$ cat src/rtl/adam_pause_sequencer.sv
// adam_pause_sequencer
// Generates pause requests for the ADAM four-phase pause handshake:
// wait a programmed delay, raise pause_req, wait for pause_ack, hold the
// pause for a programmed duration, drop pause_req, then wait for pause_ack
// to fall before repeating (PERIODIC=1) or parking in DONE (PERIODIC=0).

module adam_pause_sequencer #(
    parameter int unsigned DELAY_CYCLES    = 1000,
    parameter int unsigned DURATION_CYCLES = 1000,
    parameter bit          PERIODIC        = 1'b1,
    parameter int unsigned CNT_WIDTH       = 32
) (
    input  logic clk,
    input  logic rst_n,
    input  logic enable,
    output logic pause_req,
    input  logic pause_ack,
    output logic paused,
    output logic done
);

    typedef enum logic [2:0] {
        ST_IDLE_DELAY = 3'd0,
        ST_REQ        = 3'd1,
        ST_HOLD       = 3'd2,
        ST_RELEASE    = 3'd3,
        ST_DONE       = 3'd4
    } state_e;

    // Terminal counts; the counter is cleared on every state change, so an
    // equality compare is enough and the counter can never wrap.
    localparam logic [CNT_WIDTH-1:0] DELAY_LAST    = CNT_WIDTH'(DELAY_CYCLES - 1);
    localparam logic [CNT_WIDTH-1:0] DURATION_LAST = CNT_WIDTH'(DURATION_CYCLES - 1);
    localparam logic [CNT_WIDTH-1:0] CNT_ZERO      = {CNT_WIDTH{1'b0}};
    localparam logic [CNT_WIDTH-1:0] CNT_ONE       = CNT_WIDTH'(1);

    state_e               state_q;
    state_e               state_d;
    logic [CNT_WIDTH-1:0] cnt_q;
    logic [CNT_WIDTH-1:0] cnt_d;
    logic                 pause_req_q;
    logic                 pause_req_d;
    logic                 done_q;
    logic                 done_d;

    // State, counter and registered outputs; reset abandons any handshake.
    always_ff @(posedge clk or negedge rst_n) begin
        if (!rst_n) begin
            state_q     <= ST_IDLE_DELAY;
            cnt_q       <= CNT_ZERO;
            pause_req_q <= 1'b0;
            done_q      <= 1'b0;
        end else begin
            state_q     <= state_d;
            cnt_q       <= cnt_d;
            pause_req_q <= pause_req_d;
            done_q      <= done_d;
        end
    end

    // Next-state, counter and output decode for the handshake sequence.
    always_comb begin
        state_d     = state_q;
        cnt_d       = cnt_q;
        pause_req_d = pause_req_q;
        done_d      = done_q;

        case (state_q)
            ST_IDLE_DELAY: begin
                // Only the delay phase is gated by enable; ack is ignored here.
                pause_req_d = 1'b0;
                if (enable) begin
                    if (cnt_q == DELAY_LAST) begin
                        cnt_d       = CNT_ZERO;
                        state_d     = ST_REQ;
                        pause_req_d = 1'b1;
                    end else begin
                        cnt_d = cnt_q + CNT_ONE;
                    end
                end else begin
                    cnt_d = cnt_q;
                end
            end

            ST_REQ: begin
                // No timeout: the request stays up until the peripheral answers.
                pause_req_d = 1'b1;
                if (pause_ack) begin
                    state_d = ST_HOLD;
                    cnt_d   = CNT_ZERO;
                end else begin
                    state_d = ST_REQ;
                end
            end

            ST_HOLD: begin
                // Duration counts every clock regardless of enable or ack.
                pause_req_d = 1'b1;
                if (cnt_q == DURATION_LAST) begin
                    pause_req_d = 1'b0;
                    cnt_d       = CNT_ZERO;
                    state_d     = ST_RELEASE;
                end else begin
                    cnt_d = cnt_q + CNT_ONE;
                end
            end

            ST_RELEASE: begin
                // Waiting for ack low guarantees req never rises on a stale ack.
                pause_req_d = 1'b0;
                if (!pause_ack) begin
                    cnt_d = CNT_ZERO;
                    if (PERIODIC) begin
                        state_d = ST_IDLE_DELAY;
                    end else begin
                        state_d = ST_DONE;
                        done_d  = 1'b1;
                    end
                end else begin
                    state_d = ST_RELEASE;
                end
            end

            ST_DONE: begin
                pause_req_d = 1'b0;
                done_d      = 1'b1;
            end

            default: begin
                state_d     = ST_IDLE_DELAY;
                cnt_d       = CNT_ZERO;
                pause_req_d = 1'b0;
                done_d      = 1'b0;
            end
        endcase
    end

    assign pause_req = pause_req_q;
    assign done      = done_q;
    assign paused    = pause_req_q & pause_ack;

endmodule

$ cat config.mk
export PLATFORM = sky130hd
export DESIGN_NAME = adam_pause_sequencer
export DESIGN_NICKNAME = d
export VERILOG_FILES = /design/src/rtl/adam_pause_sequencer.sv
export SDC_FILE = /design/constraint.sdc
export NUM_CORES = 1
export LEC_CHECK = 0
export BUFFER_PORTS_ARGS = -buffer_cell sky130_fd_sc_hd__buf_2
export CORE_ASPECT_RATIO = 1.2
export CORE_MARGIN = 1
export CORE_UTILIZATION = 35
export DETAILED_ROUTE_END_ITERATION = 6
export PLACE_DENSITY = 0.58
export SKIP_CTS_REPAIR_TIMING = 1
export SLEW_MARGIN = 25
export SYNTH_ARGS = -nofsm -noshare
export SYNTH_HDL_FRONTEND = slang
export SYNTH_SLANG_ARGS = --single-unit
$ cat constraint.sdc
create_clock -name clk -period 5.6 [get_ports clk]
set_input_delay 1.12 -clock clk [delete_from_list [all_inputs] [get_ports clk]]
set_output_delay 1.12 -clock clk [all_outputs]
set_load 0.01 [all_outputs]
==> flow_summary.yaml, run 1 <==
outcome:
  status: "completed"
sta:
  final_hold_viol_count: 0
  fin_crit_sh_pct: 48.37
  tightest_slew_ns: 0.8718
  max_freq_ghz: 0.3692
  drv_slew: 0
  min_period_ns: 2.709
  rsz0062_at_grt: "no"
  clock-skew-final_ns: 0.003736
  finalSetupTns_ns: 0
  final-setup-viol-count: 0
  maxSlewHeadroom_pct: 41.88
floorplan:
  initial_core_util_pct: 36.27
  dieWidth_um: 71.96
  core_um2: 5668
  dieArea_um2: 6185
  io_pins: 7
  die_y_um: 85.96
  rows: 30
worst_setup_path:
  cp.required_ns: 5.74
  path_class: "flop to flop"
  crit_path_start: "cnt_q[26]"
  worstReg2RegStart: "cnt_q[26]"
  cp.depth: 5
  critical_path_buf_inv_count: 0
  crit_end: "cnt_q[21]"
  reg2reg_depth: 5
  ff2ff_setup_slack_ns: 2.89
  start_kind: "flop"
  critPathCaptureType: "flop"
  crit_chain: "nor4_1 > nand4_1 > o31ai_4 > and2_1 > nor2_1"
  cp_max_fo: 23
  critPathArrivalTime_ns: 2.85
  reg2reg_to: "cnt_q[21]"
  max_stage_delay_ns: 0.78
  cp_slowest_cell: "and2_1"
  critPathTopFamily: "simple AND/OR/NAND/NOR gates"
job:
  cap_violations: 0
placement:
  dp_hpwl_mm: 3.054
  io_buffers: 5
  routabilityCongestion: 0.7714
power_and_ir_drop:
  p_leak_nw: 0.8488
  p_total_mw: 0.5949
  p_per_area_nw_per_um2: 270.6
  peakVddDrop_mv: 0.08556
synthesis:
  synthArstFlopShare_pct: 100.0
  synth_top_area_share_pct: 42.60
  ys_warn_count: 0
  synth_top_cell_by_area: "dfrtp_1"
  syn-num-nets: 225
  synth.distinct_cells: 43
  ys_top_cells_by_area: "dfrtp_1 43%, nor2_1 5.3%, nand4_1 5.2%, xor2_1 5.1%, nor4_1 4.9%"
  synthFlopType: "dfrtp_1"
  yosys_register_bits: 35
  ys_seq_area_share_pct: 42.60
  netlist_instances: 220
  syn_avg_cell_area_um2: 9.344
  syn_area_um2: 2056
  synth_edf_count: 0
layout:
  drive_above_1_share_pct: 9.910
  nFillCells: 591
  fin_util_pct: 38.79
  fin_nets: 226
  area_growth_pct: 6.939
  antenna_cells: 0
clock_tree:
  cts-root-buf: "clkbuf_8"
  cts_max_path_buffers: 2
  clock_latency_ns: 0.29
  clkTransAtPathRegs_ns: 0.07
  cts_max_level: 2
  numCtsBuffers: 5
  cts_tree: "built"
  clock_sinks: 35
global_route:
  grt_usage_pct: 16.39
  grt_pass1_vias: 1655
  overflow: 0
  grt_max_degree: 36
  antenna_found_initial: 0
  grt_pass1_wl_mm: 7.879
routing:
  ant_nets: 0
  route.final.wire_length_mm: 4.431
  vias: 1615
  drcViolationCount: 0
  viasPerCell: 5.348
  wl_per_cell_um: 14.67
  firstDrtPassIters: 4
  drt_iter0_drc: 96
min_path:
  hold_path.class: "flop to flop"
[tightest hold or removal path: cells and delay by family (launching register included)]
kind | cells | cell delay (ns)
flops | 1 | 0.39
compound gates | 2 | 0.13
[area by class of cell]
type | instances | area (um2) | share of cell area [%]
Tap cell | 80 | 100.1 | 4.553
Sequential cell | 35 | 875.8 | 39.84
Inverter | 4 | 15.01 | 0.6830
Clock buffer | 8 | 100.1 | 4.553
Timing Repair Buffer | 5 | 25.02 | 1.138
Multi-Input combinational cell | 170 | 1082 | 49.23
[placed cells by master (no fill, tap or decap), types with 6 or more instances in the layout]
| cell type | count |
|---|---|
| dfrtp_1 | 35 |
| nor2_1 | 29 |
| nand4_1 | 17 |
| nor4_1 | 16 |
| nand2_1 | 12 |
| nand3_1 | 12 |
| xor2_1 | 12 |
| o21ai_0 | 11 |
| xnor2_1 | 9 |
| clkbuf_8 | 7 |
| and2_1 | 6 |
| nor3_1 | 6 |
[worst min path at each step]
| stage | startpoint | endpoint | cells after the start |
|---|---|---|---|
| after global placement | cnt_q[31] | cnt_q[31] | 2 |
| after detailed placement | cnt_q[31] | cnt_q[31] | 2 |
| final | cnt_q[31] | cnt_q[31] | 2 |
| after global routing | cnt_q[31] | cnt_q[31] | 2 |
| after CTS | cnt_q[31] | cnt_q[31] | 2 |
| after floorplan | cnt_q[1] | cnt_q[1] | 2 |
[Yosys cell counts (2+ instances only)]
library cell   n
xor2_1        12
nor3_1         6
a21oi_1        2
clkbuf_1       2
nor2_1        29
buf_6          4
nand3_1       12
buf_2          2
nand2_1       12
nand2b_1       2
inv_1          4
o21ai_0       12
nand4_1       17
nor4_1        16
a22o_1         5
nand3_2        2
buf_4          2
or4_1          2
dfrtp_1       35
and3_1         5
and2_1         6
o31ai_1        2
xnor2_1        9
[power breakdown]
group	total (mW)	switching, mW	leakage, nW	internal (mW)
registers	0.319	0.0418	0.437	0.277
logic	0.0719	0.0385	0.360	0.0335
clock network	0.204	0.0915	0.0515	0.112
total	0.595	0.172	0.849	0.423
[logic make-up (layout without fill, tap and decap cells)]
family | Yosys count | in the layout | synth area share [%]
other cells | 1 | 1 | 0.1824
buf+inv | 15 | 17 | 4.747
xor+xnor | 21 | 21 | 8.947
flops | 35 | 35 | 42.60
fa+ha+maj | 1 | 1 | 0.6085
mux | 1 | 1 | 0.7302
compound gates | 28 | 28 | 9.921
simple gates | 118 | 118 | 32.26
[registers in the layout, indices dropped and copies added, names as in the netlist, named ones only]
| register | flops |
|---|---|
| state_q | 1 |
| cnt_q | 32 |
| pause_req | 1 |
[metrics by stage]
stage               hold slack (ns)  area, um2  instances  worst slack [ns]
finish                       0.5548       2198        302             2.891
global route                 0.5879       2198        302             2.681
CTS                          0.5570       2198        302             2.842
detailed placement           0.5477       2098        294             2.836
global placement             0.5384       2098        294             2.579
floorplan                    0.5063       2056        220             3.214
[metal layers]
metal	share of wire (%)	track usage [%]	wire [um]
met1	46	19.82	2049
met2	48	27.44	2121
met3	2.8	2.820	123
met4	3.1	9.091	136
met5	0	0	0
(Power assumes the default switching activity.)
==> inputs of run 2 (changes only) <==
==> constraint.sdc (replaced) <==
create_clock -name clk -period 2.7 [get_ports clk]
set_input_delay 0.54 -clock clk [delete_from_list [all_inputs] [get_ports clk]]
set_output_delay 0.54 -clock clk [all_outputs]
set_load 0.01 [all_outputs]
==> flow_summary.yaml, run 2 (synthesized netlist as in run 1, its figures left out) <==
clock_tree:
  cts_tree: "built"
  cts_max_level: 2
  clock_sinks: 35
  clock_latency_ns: 0.29
  numCtsBuffers: 5
  cts-root-buf: "clkbuf_8"
  clkTransAtPathRegs_ns: 0.07
  cts_max_path_buffers: 2
placement:
  routabilityCongestion: 0.7805
  dp_slack_ns: 0.4855
  dp_hpwl_mm: 3.133
  io_buffers: 5
power_and_ir_drop:
  peakVddDrop_mv: 0.1981
  p_leak_nw: 0.8598
  p_per_area_nw_per_um2: 559.0
  p_total_mw: 1.237
routing:
  wl_met1_mm: 2.223
  highest_layer: "met4"
  wl_per_cell_um: 15.28
  route.final.wire_length_mm: 4.644
  drcViolationCount: 0
  wl_met3_um: 147
  viasPerCell: 5.365
  vias: 1631
  wl_met2_mm: 2.231
  firstDrtPassIters: 4
  drt_iter0_drc: 182
  ant_nets: 0
sta:
  fin_ws_ns: 0.5095
  tightest_slew_ns: 0.7809
  final-setup-viol-count: 0
  finalSetupTns_ns: 0
  max_freq_ghz: 0.4565
  rsz0062_at_grt: "no"
  clock-skew-final_ns: 0.004008
  maxSlewHeadroom_pct: 47.94
  drv_slew: 0
  min_period_ns: 2.190
  fin_crit_sh_pct: 81.13
  final_hold_viol_count: 0
layout:
  drive_above_1_share_pct: 10.71
  fin_nets: 228
  largest_reg_flops: 32
  antenna_cells: 0
  final_common_cell: "dfrtp_1"
  area_growth_pct: 7.669
  layout_common_cells: "35 x dfrtp_1, 29 x nor2_1, 17 x nand4_1"
  top_register: "cnt_q"
job:
  cap_violations: 0
global_route:
  grt_pass1_wl_mm: 8.031
  antenna_found_initial: 0
  grt_usage_pct: 16.84
  grt_max_degree: 36
  overflow: 0
  grt_pass1_vias: 1572
floorplan:
  rows: 30
  die_y_um: 85.96
  io_pins: 7
  core_um2: 5668
  dieArea_um2: 6185
  initial_core_util_pct: 36.27
  dieWidth_um: 71.96
min_path:
  hold_path.class: "input pin to asynchronous set/reset pin"
worst_setup_path:
  reg2reg_to: "cnt_q[21]"
  worstReg2RegStart: "cnt_q[5]"
  start_kind: "flop"
  cp_max_fo: 23
  critPathCaptureType: "flop"
  critPathArrivalTime_ns: 2.36
  cp.required_ns: 2.87
  ff2ff_setup_slack_ns: 0.51
  path_class: "flop to flop"
  reg2reg_depth: 6
outcome:
  status: "completed"
## run 2: final cells by class
class,count,area (um2)
clock buffer,8,100.1
timing repair buffer,7,40.04
sequential,35,875.8
fill,562,3455
inverter,4,15.01
multi-input combinational,170,1082
tap,80,100.1
## run 2: worst max-delay path by stage
stage	from	slack (ns)	end	cells past startpoint
2_1_floorplan	cnt_q[0]	0.91	cnt_q[28]	6
3_3_place_gp	cnt_q[5]	0.52	cnt_q[11]	6
3_5_place_dp	cnt_q[26]	0.49	cnt_q[15]	6
4_1_cts	cnt_q[26]	0.46	cnt_q[15]	6
5_1_grt	cnt_q[5]	0.28	cnt_q[23]	6
6_report	cnt_q[5]	0.51	cnt_q[21]	6
## run 2: power breakdown
| part | internal, mW | switching [mW] | total [mW] |
|---|---|---|---|
| registers | 0.575 | 0.0844 | 0.660 |
| clock network | 0.233 | 0.194 | 0.427 |
| logic | 0.0699 | 0.0811 | 0.151 |
| total | 0.878 | 0.359 | 1.24 |
## run 2: stage by stage
step	std cells	hold WS, ns	instance area [um2]	util (%)
after detailed placement	296	0.5394	2113	37.28
after floorplan	220	0.2444	2056	-
after global placement	296	0.5421	2113	37.28
after CTS	304	0.3669	2213	39.05
final	304	0.3171	2213	39.05
after global routing	304	0.4038	2213	39.05
## run 2: per-layer routing
metal / global-route usage, % / up-vias
li1: - / 803
met1: 22.94 / 795
met2: 26.33 / 31
met3: 3.643 / 2
met4: 5.882 / 0
met5: 0 / -
## run 2: worst max-delay path, stage by stage (launching register included)
cell and delay [ns]:
dfrtp_1 0.43, nand3_2 0.16, or2_1 0.40, o31ai_4 0.54
and2_1 0.20, buf_4 0.25, nor2_1 0.08
